<file path="src/rtl/uart_serial_fifo_if.sv">
// CSR bus between the CPU side and the serial UART.
//   csr_a  : address, [13:10] bank select, [3:0] register
//   csr_we : write strobe
//   csr_di : write data
//   csr_do : registered read data, valid one cycle after csr_a
interface uart_serial_fifo_if;
    logic [13:0] csr_a;
    logic        csr_we;
    logic [31:0] csr_di;
    logic [31:0] csr_do;

    modport master (
        output csr_a,
        output csr_we,
        output csr_di,
        input  csr_do
    );

    modport slave (
        input  csr_a,
        input  csr_we,
        input  csr_di,
        output csr_do
    );
endinterface

</file>
<file path="src/rtl/uart_serial_fifo.sv">
// CSR-mapped 8N1 UART with TX/RX FIFOs, programmable baud divisor, sticky
// error flags and a maskable level interrupt.
//   sys_clk : system clock, rising edge
//   sys_rst : asynchronous active-high reset
//   csr     : CSR bus (slave side), see uart_serial_fifo_if
//   uart_rx : serial input, asynchronous, idle high
//   uart_tx : serial output, idle high
//   irq     : registered level interrupt
//
// Register map (csr_a[3:0]):
//   0x0 RXDATA  rd {23'd0, rx_nonempty, head}  wr pops one entry
//   0x1 TXDATA  wr pushes csr_di[7:0]          rd 0
//   0x2 STATUS  {tx_busy, tx_overflow, framing_err, rx_overrun,
//                tx_full, tx_empty, rx_full, rx_nonempty}, W1C on [6:4]
//   0x3 DIVISOR bit period = DIVISOR+1 cycles, minimum 3
//   0x4 CTRL    {tx_irq_en, rx_irq_en}
//
// FSM states (TX and RX share the same names):
//   state | meaning
//   IDLE  | no frame in progress
//   START | start bit (TX: driving 0, RX: waiting for mid start bit)
//   DATA  | 8 data bits, LSB first
//   STOP  | stop bit (TX: driving 1, RX: waiting for mid stop bit)

// Byte FIFO: circular buffer with separate occupancy count.
//   push/wdata : enqueue, honoured when not full or when popping
//   pop        : dequeue, ignored when empty
//   head       : oldest entry
//   empty/full : occupancy flags
module uart_serial_fifo_buf #(
    parameter int AW = 4
) (
    input  logic       sys_clk,
    input  logic       sys_rst,
    input  logic       push,
    input  logic       pop,
    input  logic [7:0] wdata,
    output logic [7:0] head,
    output logic       empty,
    output logic       full
);
    localparam int          DEPTH    = 1 << AW;
    localparam int          CW       = AW + 1;
    localparam logic [AW:0] FULL_CNT = CW'(DEPTH);

    logic [7:0]    mem [DEPTH];
    logic [AW-1:0] wr_ptr;
    logic [AW-1:0] rd_ptr;
    logic [AW:0]   count;
    logic          do_push;
    logic          do_pop;

    assign empty   = (count == '0);
    assign full    = (count == FULL_CNT);
    assign do_pop  = pop & ~empty;
    // A pop in the same cycle frees the slot, so a full FIFO still accepts.
    assign do_push = push & (~full | do_pop);
    assign head    = mem[rd_ptr];

    always_ff @(posedge sys_clk) begin
        if (do_push) begin
            mem[wr_ptr] <= wdata;
        end
    end

    always_ff @(posedge sys_clk or posedge sys_rst) begin
        if (sys_rst) begin
            wr_ptr <= '0;
            rd_ptr <= '0;
            count  <= '0;
        end else begin
            if (do_push) begin
                wr_ptr <= wr_ptr + AW'(1);
            end
            if (do_pop) begin
                rd_ptr <= rd_ptr + AW'(1);
            end
            count <= count + CW'(do_push) - CW'(do_pop);
        end
    end
endmodule

module uart_serial_fifo #(
    parameter logic [3:0]  csr_addr        = 4'h0,
    parameter int          FIFO_DEPTH_LOG2 = 4,
    parameter logic [15:0] CLK_DIV_DEFAULT = 16'd433
) (
    input  logic              sys_clk,
    input  logic              sys_rst,
    uart_serial_fifo_if.slave csr,
    input  logic              uart_rx,
    output logic              uart_tx,
    output logic              irq
);
    typedef enum logic [1:0] {
        TX_IDLE,
        TX_START,
        TX_DATA,
        TX_STOP
    } tx_state_t;

    typedef enum logic [1:0] {
        RX_IDLE,
        RX_START,
        RX_DATA,
        RX_STOP
    } rx_state_t;

    // ---------------- register file / decode ----------------
    logic        bank_sel;
    logic [3:0]  reg_sel;
    logic        wr_rxdata;
    logic        wr_txdata;
    logic        wr_status;
    logic        wr_divisor;
    logic        wr_ctrl;
    logic [15:0] divisor;
    logic [1:0]  ctrl;
    logic        rx_overrun;
    logic        framing_err;
    logic        tx_overflow;
    logic [31:0] rd_data;
    logic        unused_bits;

    assign bank_sel   = (csr.csr_a[13:10] == csr_addr);
    assign reg_sel    = csr.csr_a[3:0];
    assign wr_rxdata  = bank_sel & csr.csr_we & (reg_sel == 4'h0);
    assign wr_txdata  = bank_sel & csr.csr_we & (reg_sel == 4'h1);
    assign wr_status  = bank_sel & csr.csr_we & (reg_sel == 4'h2);
    assign wr_divisor = bank_sel & csr.csr_we & (reg_sel == 4'h3);
    assign wr_ctrl    = bank_sel & csr.csr_we & (reg_sel == 4'h4);
    // Address and data bits this block does not decode.
    assign unused_bits = ^{csr.csr_a[9:4], csr.csr_di[31:16]};

    // ---------------- FIFOs ----------------
    tx_state_t   tx_state;
    rx_state_t   rx_state;
    logic        tx_push;
    logic        tx_pop;
    logic        tx_empty;
    logic        tx_full;
    logic [7:0]  tx_head;
    logic        tx_busy;
    logic        rx_push;
    logic        rx_pop;
    logic        rx_empty;
    logic        rx_full;
    logic [7:0]  rx_head;
    logic [7:0]  rx_shift;

    assign tx_push = wr_txdata;
    assign rx_pop  = wr_rxdata & ~rx_empty;

    uart_serial_fifo_buf #(.AW(FIFO_DEPTH_LOG2)) u_tx_fifo (
        .sys_clk (sys_clk),
        .sys_rst (sys_rst),
        .push    (tx_push),
        .pop     (tx_pop),
        .wdata   (csr.csr_di[7:0]),
        .head    (tx_head),
        .empty   (tx_empty),
        .full    (tx_full)
    );

    uart_serial_fifo_buf #(.AW(FIFO_DEPTH_LOG2)) u_rx_fifo (
        .sys_clk (sys_clk),
        .sys_rst (sys_rst),
        .push    (rx_push),
        .pop     (rx_pop),
        .wdata   (rx_shift),
        .head    (rx_head),
        .empty   (rx_empty),
        .full    (rx_full)
    );

    // ---------------- TX FSM ----------------
    logic [15:0] tx_cnt;
    logic [2:0]  tx_bit;
    logic [7:0]  tx_shift;
    logic        tx_bit_end;

    assign tx_bit_end = (tx_cnt == 16'd0);
    assign tx_busy    = (tx_state != TX_IDLE);
    // Popping at the end of the stop bit chains frames with no idle gap.
    assign tx_pop     = ~tx_empty &
                        ((tx_state == TX_IDLE) | ((tx_state == TX_STOP) & tx_bit_end));

    always_ff @(posedge sys_clk or posedge sys_rst) begin
        if (sys_rst) begin
            tx_state <= TX_IDLE;
            tx_cnt   <= '0;
            tx_bit   <= '0;
            tx_shift <= '0;
            uart_tx  <= 1'b1;
        end else begin
            case (tx_state)
                TX_IDLE: begin
                    if (tx_pop) begin
                        tx_state <= TX_START;
                        tx_shift <= tx_head;
                        tx_cnt   <= divisor;
                        uart_tx  <= 1'b0;
                    end
                end
                TX_START: begin
                    if (tx_bit_end) begin
                        tx_state <= TX_DATA;
                        tx_cnt   <= divisor;
                        tx_bit   <= 3'd0;
                        uart_tx  <= tx_shift[0];
                        tx_shift <= {1'b0, tx_shift[7:1]};
                    end else begin
                        tx_cnt <= tx_cnt - 16'd1;
                    end
                end
                TX_DATA: begin
                    if (tx_bit_end) begin
                        tx_cnt <= divisor;
                        if (tx_bit == 3'd7) begin
                            tx_state <= TX_STOP;
                            uart_tx  <= 1'b1;
                        end else begin
                            tx_bit   <= tx_bit + 3'd1;
                            uart_tx  <= tx_shift[0];
                            tx_shift <= {1'b0, tx_shift[7:1]};
                        end
                    end else begin
                        tx_cnt <= tx_cnt - 16'd1;
                    end
                end
                TX_STOP: begin
                    if (tx_bit_end) begin
                        if (tx_pop) begin
                            tx_state <= TX_START;
                            tx_shift <= tx_head;
                            tx_cnt   <= divisor;
                            uart_tx  <= 1'b0;
                        end else begin
                            tx_state <= TX_IDLE;
                        end
                    end else begin
                        tx_cnt <= tx_cnt - 16'd1;
                    end
                end
                default: begin
                    tx_state <= TX_IDLE;
                    uart_tx  <= 1'b1;
                end
            endcase
        end
    end

    // ---------------- RX synchroniser and FSM ----------------
    logic [1:0]  rx_sync;
    logic        rx_line;
    logic        rx_prev;
    logic [15:0] rx_cnt;
    logic [2:0]  rx_bit;
    logic [16:0] div_plus1;
    logic [15:0] rx_half_m1;
    logic        rx_stop_sample;
    logic        frame_set;
    logic        overrun_set;

    assign rx_line        = rx_sync[1];
    assign div_plus1      = {1'b0, divisor} + 17'd1;
    assign rx_half_m1     = 16'(div_plus1 >> 1) - 16'd1;
    assign rx_stop_sample = (rx_state == RX_STOP) & (rx_cnt == 16'd0);
    assign rx_push        = rx_stop_sample & rx_line;
    assign frame_set      = rx_stop_sample & ~rx_line;
    assign overrun_set    = rx_push & rx_full & ~rx_pop;

    always_ff @(posedge sys_clk or posedge sys_rst) begin
        if (sys_rst) begin
            rx_sync <= 2'b11;
            rx_prev <= 1'b1;
        end else begin
            rx_sync <= {rx_sync[0], uart_rx};
            rx_prev <= rx_line;
        end
    end

    // Only a genuine 1->0 edge leaves IDLE, so after a framing error the
    // line must go high again before the next frame is accepted.
    always_ff @(posedge sys_clk or posedge sys_rst) begin
        if (sys_rst) begin
            rx_state <= RX_IDLE;
            rx_cnt   <= '0;
            rx_bit   <= '0;
            rx_shift <= '0;
        end else begin
            case (rx_state)
                RX_IDLE: begin
                    if (rx_prev & ~rx_line) begin
                        rx_state <= RX_START;
                        rx_cnt   <= rx_half_m1;
                    end
                end
                RX_START: begin
                    if (rx_cnt == 16'd0) begin
                        if (~rx_line) begin
                            rx_state <= RX_DATA;
                            rx_cnt   <= divisor;
                            rx_bit   <= 3'd0;
                        end else begin
                            rx_state <= RX_IDLE;
                        end
                    end else begin
                        rx_cnt <= rx_cnt - 16'd1;
                    end
                end
                RX_DATA: begin
                    if (rx_cnt == 16'd0) begin
                        rx_shift <= {rx_line, rx_shift[7:1]};
                        rx_cnt   <= divisor;
                        if (rx_bit == 3'd7) begin
                            rx_state <= RX_STOP;
                        end else begin
                            rx_bit <= rx_bit + 3'd1;
                        end
                    end else begin
                        rx_cnt <= rx_cnt - 16'd1;
                    end
                end
                RX_STOP: begin
                    if (rx_cnt == 16'd0) begin
                        rx_state <= RX_IDLE;
                    end else begin
                        rx_cnt <= rx_cnt - 16'd1;
                    end
                end
                default: rx_state <= RX_IDLE;
            endcase
        end
    end

    // ---------------- registers, irq, read data ----------------
    always_comb begin
        rd_data = '0;
        if (bank_sel) begin
            case (reg_sel)
                4'h0: rd_data = {23'd0, ~rx_empty, rx_empty ? 8'h00 : rx_head};
                4'h2: rd_data = {24'd0, tx_busy, tx_overflow, framing_err, rx_overrun,
                                 tx_full, tx_empty, rx_full, ~rx_empty};
                4'h3: rd_data = {16'd0, divisor};
                4'h4: rd_data = {30'd0, ctrl};
                default: rd_data = '0;
            endcase
        end
    end

    // Sticky flags: a set in the same cycle as a W1C clear wins.
    always_ff @(posedge sys_clk or posedge sys_rst) begin
        if (sys_rst) begin
            divisor     <= CLK_DIV_DEFAULT;
            ctrl        <= '0;
            rx_overrun  <= 1'b0;
            framing_err <= 1'b0;
            tx_overflow <= 1'b0;
            irq         <= 1'b0;
            csr.csr_do  <= '0;
        end else begin
            if (wr_divisor) begin
                divisor <= (csr.csr_di[15:0] < 16'd3) ? 16'd3 : csr.csr_di[15:0];
            end
            if (wr_ctrl) begin
                ctrl <= csr.csr_di[1:0];
            end
            rx_overrun  <= overrun_set | (rx_overrun & ~(wr_status & csr.csr_di[4]));
            framing_err <= frame_set | (framing_err & ~(wr_status & csr.csr_di[5]));
            tx_overflow <= (wr_txdata & tx_full & ~tx_pop) |
                           (tx_overflow & ~(wr_status & csr.csr_di[6]));
            irq         <= (ctrl[0] & ~rx_empty) | (ctrl[1] & tx_empty & ~tx_busy);
            csr.csr_do  <= rd_data;
        end
    end
endmodule

</file>
<file path="src/flat_wrapper.sv">
// flat-port wrapper written by rule: the top's interface ports become plain ports
module uart_serial_fifo_flat 
#(
    parameter logic [3:0]  csr_addr        = 4'h0,
    parameter int          FIFO_DEPTH_LOG2 = 4,
    parameter logic [15:0] CLK_DIV_DEFAULT = 16'd433
)
  (sys_clk, sys_rst, uart_rx, uart_tx, irq, csr_csr_a, csr_csr_we, csr_csr_di, csr_csr_do);
  uart_serial_fifo_if csr_i ();
  input  logic sys_clk;
  input  logic sys_rst;
  input  logic uart_rx;
  output logic uart_tx;
  output logic irq;
  input wire logic [$bits(csr_i.csr_a)-1:0] csr_csr_a;
  input wire logic [$bits(csr_i.csr_we)-1:0] csr_csr_we;
  input wire logic [$bits(csr_i.csr_di)-1:0] csr_csr_di;
  output wire logic [$bits(csr_i.csr_do)-1:0] csr_csr_do;
  assign csr_i.csr_a = csr_csr_a;
  assign csr_i.csr_we = csr_csr_we;
  assign csr_i.csr_di = csr_csr_di;
  assign csr_csr_do = csr_i.csr_do;
  uart_serial_fifo #(.csr_addr(csr_addr), .FIFO_DEPTH_LOG2(FIFO_DEPTH_LOG2), .CLK_DIV_DEFAULT(CLK_DIV_DEFAULT)) u_core (.sys_clk(sys_clk), .sys_rst(sys_rst), .csr(csr_i), .uart_rx(uart_rx), .uart_tx(uart_tx), .irq(irq));
endmodule
</file>
<file path="config.mk">
export PLATFORM = sky130hd
export DESIGN_NAME = uart_serial_fifo_flat
export DESIGN_NICKNAME = d
export VERILOG_FILES = /design/src/rtl/uart_serial_fifo_if.sv /design/src/rtl/uart_serial_fifo.sv /design/src/flat_wrapper.sv
export SDC_FILE = /design/constraint.sdc
export NUM_CORES = 1
export LEC_CHECK = 0
export ABC_AREA = 1
export BUFFER_PORTS_ARGS = -buffer_cell sky130_fd_sc_hd__buf_2
export CAP_MARGIN = 20
export CORE_MARGIN = 5
export CORE_UTILIZATION = 40
export DETAILED_ROUTE_END_ITERATION = 12
export GPL_TIMING_DRIVEN = 0
export PLACE_DENSITY_LB_ADDON = 0.25
export SLEW_MARGIN = 20
export SYNTH_ARGS = -nofsm -noshare
export SYNTH_HDL_FRONTEND = slang
export SYNTH_SLANG_ARGS = --single-unit
</file>
<file path="constraint.sdc">
create_clock -name sys_clk -period 3.65 [get_ports sys_clk]
set_clock_uncertainty 0.15 [all_clocks]
set_input_delay 0 -clock sys_clk [delete_from_list [all_inputs] [get_ports sys_clk]]
set_output_delay 0 -clock sys_clk [all_outputs]
set_load 0.005 [all_outputs]
</file>
* After elaboration in Yosys (flattened, before gate mapping) *
Memory sizes are Yosys's and may differ from the RTL's.
Index checks and enable logic that the tools add are counted.

word-level totals
  register bits = 142
  RAM bits = 256
  input port bits = 50
  output and inout port bits = 34
  word-level logic and storage cells = 191
  memories kept = 2

memory list
  memory                words  width  read ports  clocked after memory_dff  wr ports  line                    RTL
  u_core.u_rx_fifo.mem  16     8      1           0                         1         uart_serial_fifo.sv:46  logic [7:0] mem [DEPTH];
  u_core.u_tx_fifo.mem  16     8      1           0                         1         uart_serial_fifo.sv:46

cells by class
  add/subtract/negate cells = 14
  $lt $le $gt $ge = 1
  equality and inequality tests = 29
  mux-type cells = 53
  bitwise operators = 48
  reduce and logical (&&, ||, !) cells = 20

operator list
  kind                                                                           number
  16-bit two-way mux                                                             9
  16-bit one-hot mux with 4 select lines                                         2
  8-bit two-way mux                                                              6
  16-bit one-hot mux with 3 select lines                                         1
  16-bit by 1-bit subtractor with 16-bit output, second input constant           3
  16-bit zero test                                                               2
  32-bit two-way mux                                                             1
  8-bit one-hot mux with 4 select lines                                          1
  1-bit bitwise AND                                                              30
  2-bit two-way mux                                                              11
  3-bit two-way mux                                                              7
  2-bit by 1-bit inequality test with 1-bit output, second input constant        9
  16-bit by 1-bit adder with 17-bit output, second input constant                1
  4-bit by 1-bit adder with 4-bit output, second input constant                  4
  16-bit by 2-bit less-than comparator with 1-bit output, second input constant  1
  2-bit one-hot mux with 4 select lines                                          2
  5-bit AND reduction                                                            3
  3-bit one-hot mux with 2 select lines                                          2
  1-bit NOT                                                                      11
  5-bit by 1-bit adder with 5-bit output                                         2
  5-bit equality test, second input constant                                     2
  5-bit zero test                                                                2
  1-bit two-way mux                                                              10
  2-bit inequality test, second input constant                                   5
  18 further kinds                                                               38

* Logic depth before layout (Yosys ltp) *
  depth in word-level cells = 9
  depth in mapped cells = 17
  mapped depth without buffers = 17

* Modules after synthesis *
A second synthesis with hierarchy kept.

unflattened totals
  cell total of the unflattened synthesis = 2213
  area, all modules = 19479.9 µm²

by module, submodules not included
  module                instances  cells each  area each (µm²)  seq. area each (µm²)
  uart_serial_fifo_buf  2          623         6288.5           4169.0
  uart_serial_fifo      1          967         6902.9           2513.7

* Worst setup path before layout *
Ideal clock, no wire load.

  path kind = register -> register
  from = reg u_core.tx_cnt[0]
  to = reg u_core.u_tx_fifo.count[4]
  setup time = 0.128 ns
  arrival = 2.787 ns
  required time = 3.372 ns
  slack = 0.585 ns
  stages on the path, launching flop included = 18
  path buffers = 1
  period minus slack after synthesis = 3.065 ns
  cell sequence = dfrtp_1 inv_1 ha_1 nand3_2 nor2_4 nand2_4 o21ai_4 nand2_4 inv_4 buf_2 ha_1 inv_1 ha_1 inv_1 fa_1 o21ai_0 a21oi_1 xor2_1

on the way
  cells in the longest elaborated chain, start to end = 9

ends and longest elaborated chain
  element                                        line                     RTL
  from (decl)                                    uart_serial_fifo.sv:177  logic [15:0] tx_cnt;
  from (signal assigned)                         uart_serial_fifo.sv:201  tx_cnt <= divisor;
  from (signal assigned)                         uart_serial_fifo.sv:208  tx_cnt <= divisor;
  from (signal assigned)                         uart_serial_fifo.sv:213  tx_cnt <= tx_cnt - 16'd1;
  16-bit zero test *                             uart_serial_fifo.sv:182  assign tx_bit_end = (tx_cnt == 16'd0);
  1-bit bitwise AND *                            uart_serial_fifo.sv:186  ((tx_state == TX_IDLE) | ((tx_state == TX_STOP) & tx_bit_end));
  1-bit OR *                                     uart_serial_fifo.sv:186
  1-bit bitwise AND *                            uart_serial_fifo.sv:185  assign tx_pop = ~tx_empty &
  1-bit bitwise AND *                            uart_serial_fifo.sv:55   assign do_pop = pop & ~empty;
  net u_core.u_tx_fifo.do_pop                    uart_serial_fifo.sv:51   logic do_pop;
  1-bit OR                                       uart_serial_fifo.sv:57   assign do_push = push & (~full | do_pop);
  1-bit bitwise AND                              uart_serial_fifo.sv:57
  5-bit by 1-bit adder with 5-bit output         uart_serial_fifo.sv:78   count <= count + CW'(do_push) - CW'(do_pop);
  5-bit by 1-bit subtractor with 5-bit output *  uart_serial_fifo.sv:78
  to (signal assigned)                           uart_serial_fifo.sv:78
  to (decl)                                      uart_serial_fifo.sv:49   logic [AW:0] count;

The timed path passes the listed nets; every way through them passes the cells marked *.
A chain may end at the register's enable or synchronous reset.

* Worst setup path after layout *
  from = reg u_core.rx_cnt[0]
  to = mem u_core.u_rx_fifo.mem[11][7], enable pin

on the way
  cells in the longest elaborated chain, start to end = 6

ends and longest elaborated chain
  element                                  line                     RTL
  from (decl)                              uart_serial_fifo.sv:257  logic [15:0] rx_cnt;
  from (signal assigned)                   uart_serial_fifo.sv:296  rx_cnt <= rx_half_m1;
  from (signal assigned)                   uart_serial_fifo.sv:303  rx_cnt <= divisor;
  from (signal assigned)                   uart_serial_fifo.sv:309  rx_cnt <= rx_cnt - 16'd1;
  16-bit zero test                         uart_serial_fifo.sv:268  assign rx_stop_sample = (rx_state == RX_STOP) & (rx_cnt == 16'd0);
  1-bit bitwise AND                        uart_serial_fifo.sv:268
  1-bit bitwise AND                        uart_serial_fifo.sv:269  assign rx_push = rx_stop_sample & rx_line;
  1-bit bitwise AND                        uart_serial_fifo.sv:57
  1-bit two-way mux                        uart_serial_fifo.sv:61   if (do_push) begin
  1-bit two-way mux (implied by the code)  uart_serial_fifo.sv:62   mem[wr_ptr] <= wdata;
  to (decl)                                uart_serial_fifo.sv:46

No other way between the ends.

==> impl_metrics.py <==
metrics = {
    "place": {
        "dp.cells": 2505,
        "pre_cts_ws_ns": 0.0630,
        "numPortBuffers": 45,
        "routabilityCongestion": 0.865,
        "dp_hpwl_um": 33500,
    },
    "synthesis": {
        "synth.distinct_cells": 53,
        "synth-seq-area-share_pct": 59.6,
        "synth_edf_count": 256,
        "synthFlopType": "edfxtp_1",
        "yosys-top-cells-area": "edfxtp_1 (42%), dfrtp_1 (16%), o21ai_0 (6.5%)",
        "synth_top_area_share_pct": 42.2,
        "synthCells": 1843,
        "ys_seq_elements": 382,
        "async_reset_ff_share_pct": 33.0,
        "syn-cell-area_um2": 18200,
        "yosysWarnings": 0,
        "avgSynthCellArea_um2": 9.88,
        "yosys.area.top_type": "edfxtp_1",
    },
    "clock_network": {
        "clk_pin_slew_worst_paths_ns": 0.06,
        "post_cts_buffers": 0,
        "h-tree-depth": 2,
        "clk-insertion-delay-late_ns": 0.57,
        "cts_buffer_depth": 3,
        "cts-root-buf": "clkbuf_16",
        "clock_sinks": 382,
        "cts-buffers-inserted": 41,
        "cts_tree": "yes",
    },
    "worst_hold_path": {
        "holdPathStages": 5,
        "hp-start": "csr_csr_a[2]",
        "worstHoldPathType": "in2reg",
        "min_to": "u_core.csr.csr_do[4]$_DFF_PP0_",
    },
    "layout": {
        "final_common_cell": "nand2_1",
        "regArea_um2": 10900,
        "fill_cells": 4203,
        "antenna_cells": 0,
        "multi_input_area_um2": 6430,
        "instances_no_fill": 2624,
        "fin_nets": 2082,
        "final_util_pct": 46.6,
        "synthToLayoutAreaGrowth_pct": 15.7,
        "final_cell_mix": "nand2_1 (281), nor2_1 (265), edfxtp_1 (256)",
        "layout-drive-gt1-share_pct": 10.9,
    },
    "drt": {
        "dr_wl_met3_um": 2960,
        "dr_total_vias": 14000,
        "firstDrtPassIters": 5,
        "viasPerCell": 5.34,
        "met1_length_um": 22100,
        "maxUsedRoutingLayer": "met4",
        "drc_errors": 0,
        "wl_met2_um": 22800,
        "antenna_left": 0,
        "drt_iter0_drc": 1138,
        "wl_per_cell_um": 18.7,
        "routed_wl_um": 48900,
    },
    "floorplanning": {
        "die_x_um": 223,
        "io_pins": 84,
        "initial_core_util_pct": 40.3,
        "core_area_um2": 45200,
        "die_h_um": 223,
        "dieArea_um2": 49900,
        "rows": 78,
    },
    "power_and_ir_drop": {
        "powerDensity_nw_per_um2": 525,
        "leakage_uw": 0.00836,
        "irDropWorstVdd_mv": 0.313,
    },
    "sta": {
        "maxSlewHeadroom_pct": 30.4,
        "setup-violations-final": 0,
        "fin_crit_ns": 3.42,
        "fin_setup_tns_ns": 0,
        "hold_viol_final": 0,
        "maxSlewViolCount": 0,
        "grt_setup_unrepaired": "true",
        "tightestPinTransition_ns": 1.04,
        "fin_ws_ns": 0.227,
        "fin_crit_sh_pct": 93.8,
        "max_freq_mhz": 292,
    },
    "worst_setup_path": {
        "r2r_cells": 10,
        "arrival_ns": 3.45,
        "critPathTopFamily": "simple AND/OR/NAND/NOR gates",
        "cpPeakStageDelay_ns": 0.72,
        "crit_start": "u_core.rx_cnt[0]$_DFFE_PP0P_",
        "crit_path_cell_trace": "inv_1 > ha_1 > inv_1 > nor3_1 > nand4_1 > nor2_1 > nand2_1 > nor2_4 > nand2_1 > nor2_1",
        "crit_type": "reg2reg",
        "slowest_stage": "nor2_1",
        "reg2reg_to": "u_core.u_rx_fifo.mem[11][7]$_DFFE_PP_",
        "r2r-start": "u_core.rx_cnt[0]$_DFFE_PP0P_",
        "endpoint_kind": "register",
        "crit_buf_inv": 2,
        "required_ns": 3.68,
        "reg2reg_slack_ns": 0.23,
        "critPathMaxFanout": 10,
        "critPathLaunchType": "register",
    },
    "global_routing": {
        "grt_max_degree": 95,
        "grt_pass1_wl_um": 75800,
        "antenna_found_initial": 0,
        "grt_remaining_overflow": 0,
        "first_global_vias": 13400,
        "grt_usage_pct": 19.1,
    },
    "run_status": {
        "outcome": "finished clean",
    },
    "run": {
        "cap_violations": 0,
    },
}
-- flip-flops by register name (all words and copies together), names as in the netlist, 2 cells and up, named ones only --
name                     flops
u_core.rx_shift              8
u_core.u_rx_fifo.count       5
u_core.u_rx_fifo.mem       128
u_core.u_tx_fifo.wr_ptr      4
u_core.u_rx_fifo.wr_ptr      4
u_core.tx_cnt               16
u_core.rx_bit                3
u_core.tx_shift              8
u_core.rx_cnt               16
u_core.ctrl                  2
u_core.divisor              16
u_core.u_tx_fifo.rd_ptr      4
u_core.csr.csr_do           16
u_core.tx_state              2
u_core.tx_bit                3
u_core.rx_sync               2
u_core.u_rx_fifo.rd_ptr      4
u_core.u_tx_fifo.mem       128
u_core.u_tx_fifo.count       5
-- kinds of logic after synthesis --
group | synth area share (%)
AND/OR/NAND/NOR | 16.7
AO/OA/AOI/OAI | 13.6
XOR/XNOR | 1.73
other | 0.0206
buffers and inverters | 5.44
flip-flops | 59.6
adder cells (fa/ha/maj) | 2.90
-- cell usage after synthesis (all sizes together), types with 34 or more instances --
master  number
nand2      295
nor2       290
o21ai      268
edfxtp     256
inv        145
dfrtp      117
nand3       73
a21oi       66
buf         47
clkbuf      41
ha          39
o22ai       34
-- worst max path at each step --
stage	to	slack (ns)	depth (start not counted)
final	u_core.u_rx_fifo.mem[11][7]$_DFFE_PP_	0.23	10
after detailed placement	u_core.u_tx_fifo.count[4]$_DFF_PP0_	0.06	17
after CTS	u_core.u_tx_fifo.count[4]$_DFF_PP0_	0.06	17
after global routing	u_core.u_rx_fifo.mem[3][2]$_DFFE_PP_	-0.04	10
after global placement	u_core.u_tx_fifo.wr_ptr[1]$_DFFE_PP0P_	-1.66	2
after floorplan	asynchronous set/reset pin	0.16	1
-- stage by stage --
stage	instance area [um^2]	total power, uW	hold slack, ns
floorplan	18300	6440	-0.146
global placement	19200	6890	-0.0437
detailed placement	19300	6950	-0.163
CTS	21100	11100	0.00168
global route	21100	11600	0.0722
finish	21100	11100	0.0329
-- worst min-delay path, stage by stage --
cell and delay (ns):
buf_2 0.12, inv_1 0.05, nor3_1 0.06, o41ai_2 0.44, a31oi_1 0.04
-- final cells by class --
| cell class | instances | share of cell area [%] |
|---|---|---|
| repair buffers | 91 | 3.32 |
| plain buffers | 87 | 2.03 |
| inverters | 148 | 2.69 |
| flip-flops and latches | 382 | 51.5 |
| clock inverters | 19 | 1.07 |
| clock buffers | 57 | 5.25 |
| well taps | 600 | 3.56 |
| multi-input cells | 1240 | 30.6 |
-- timing repair --
item                                    in CTS  in global routing
endpoints found under the setup margin       0                 44
hold buffers                                44                  0
hold endpoints to repair                   297                  0
gates resized for setup                      0                  5
-- routing by layer --
metal	global-route usage, %	vias up
li1	-	6663
met2	30.9	456
met1	27.0	6821
met5	0	-
met4	5.55	0
met3	2.72	76
-- report_power, final --
part	leakage [uW]	internal, uW	switching (uW)
combinational	0.00379	681	1190
clock	0.000650	2420	1720
sequential	0.00392	4830	217
(Power assumes the default switching activity.)
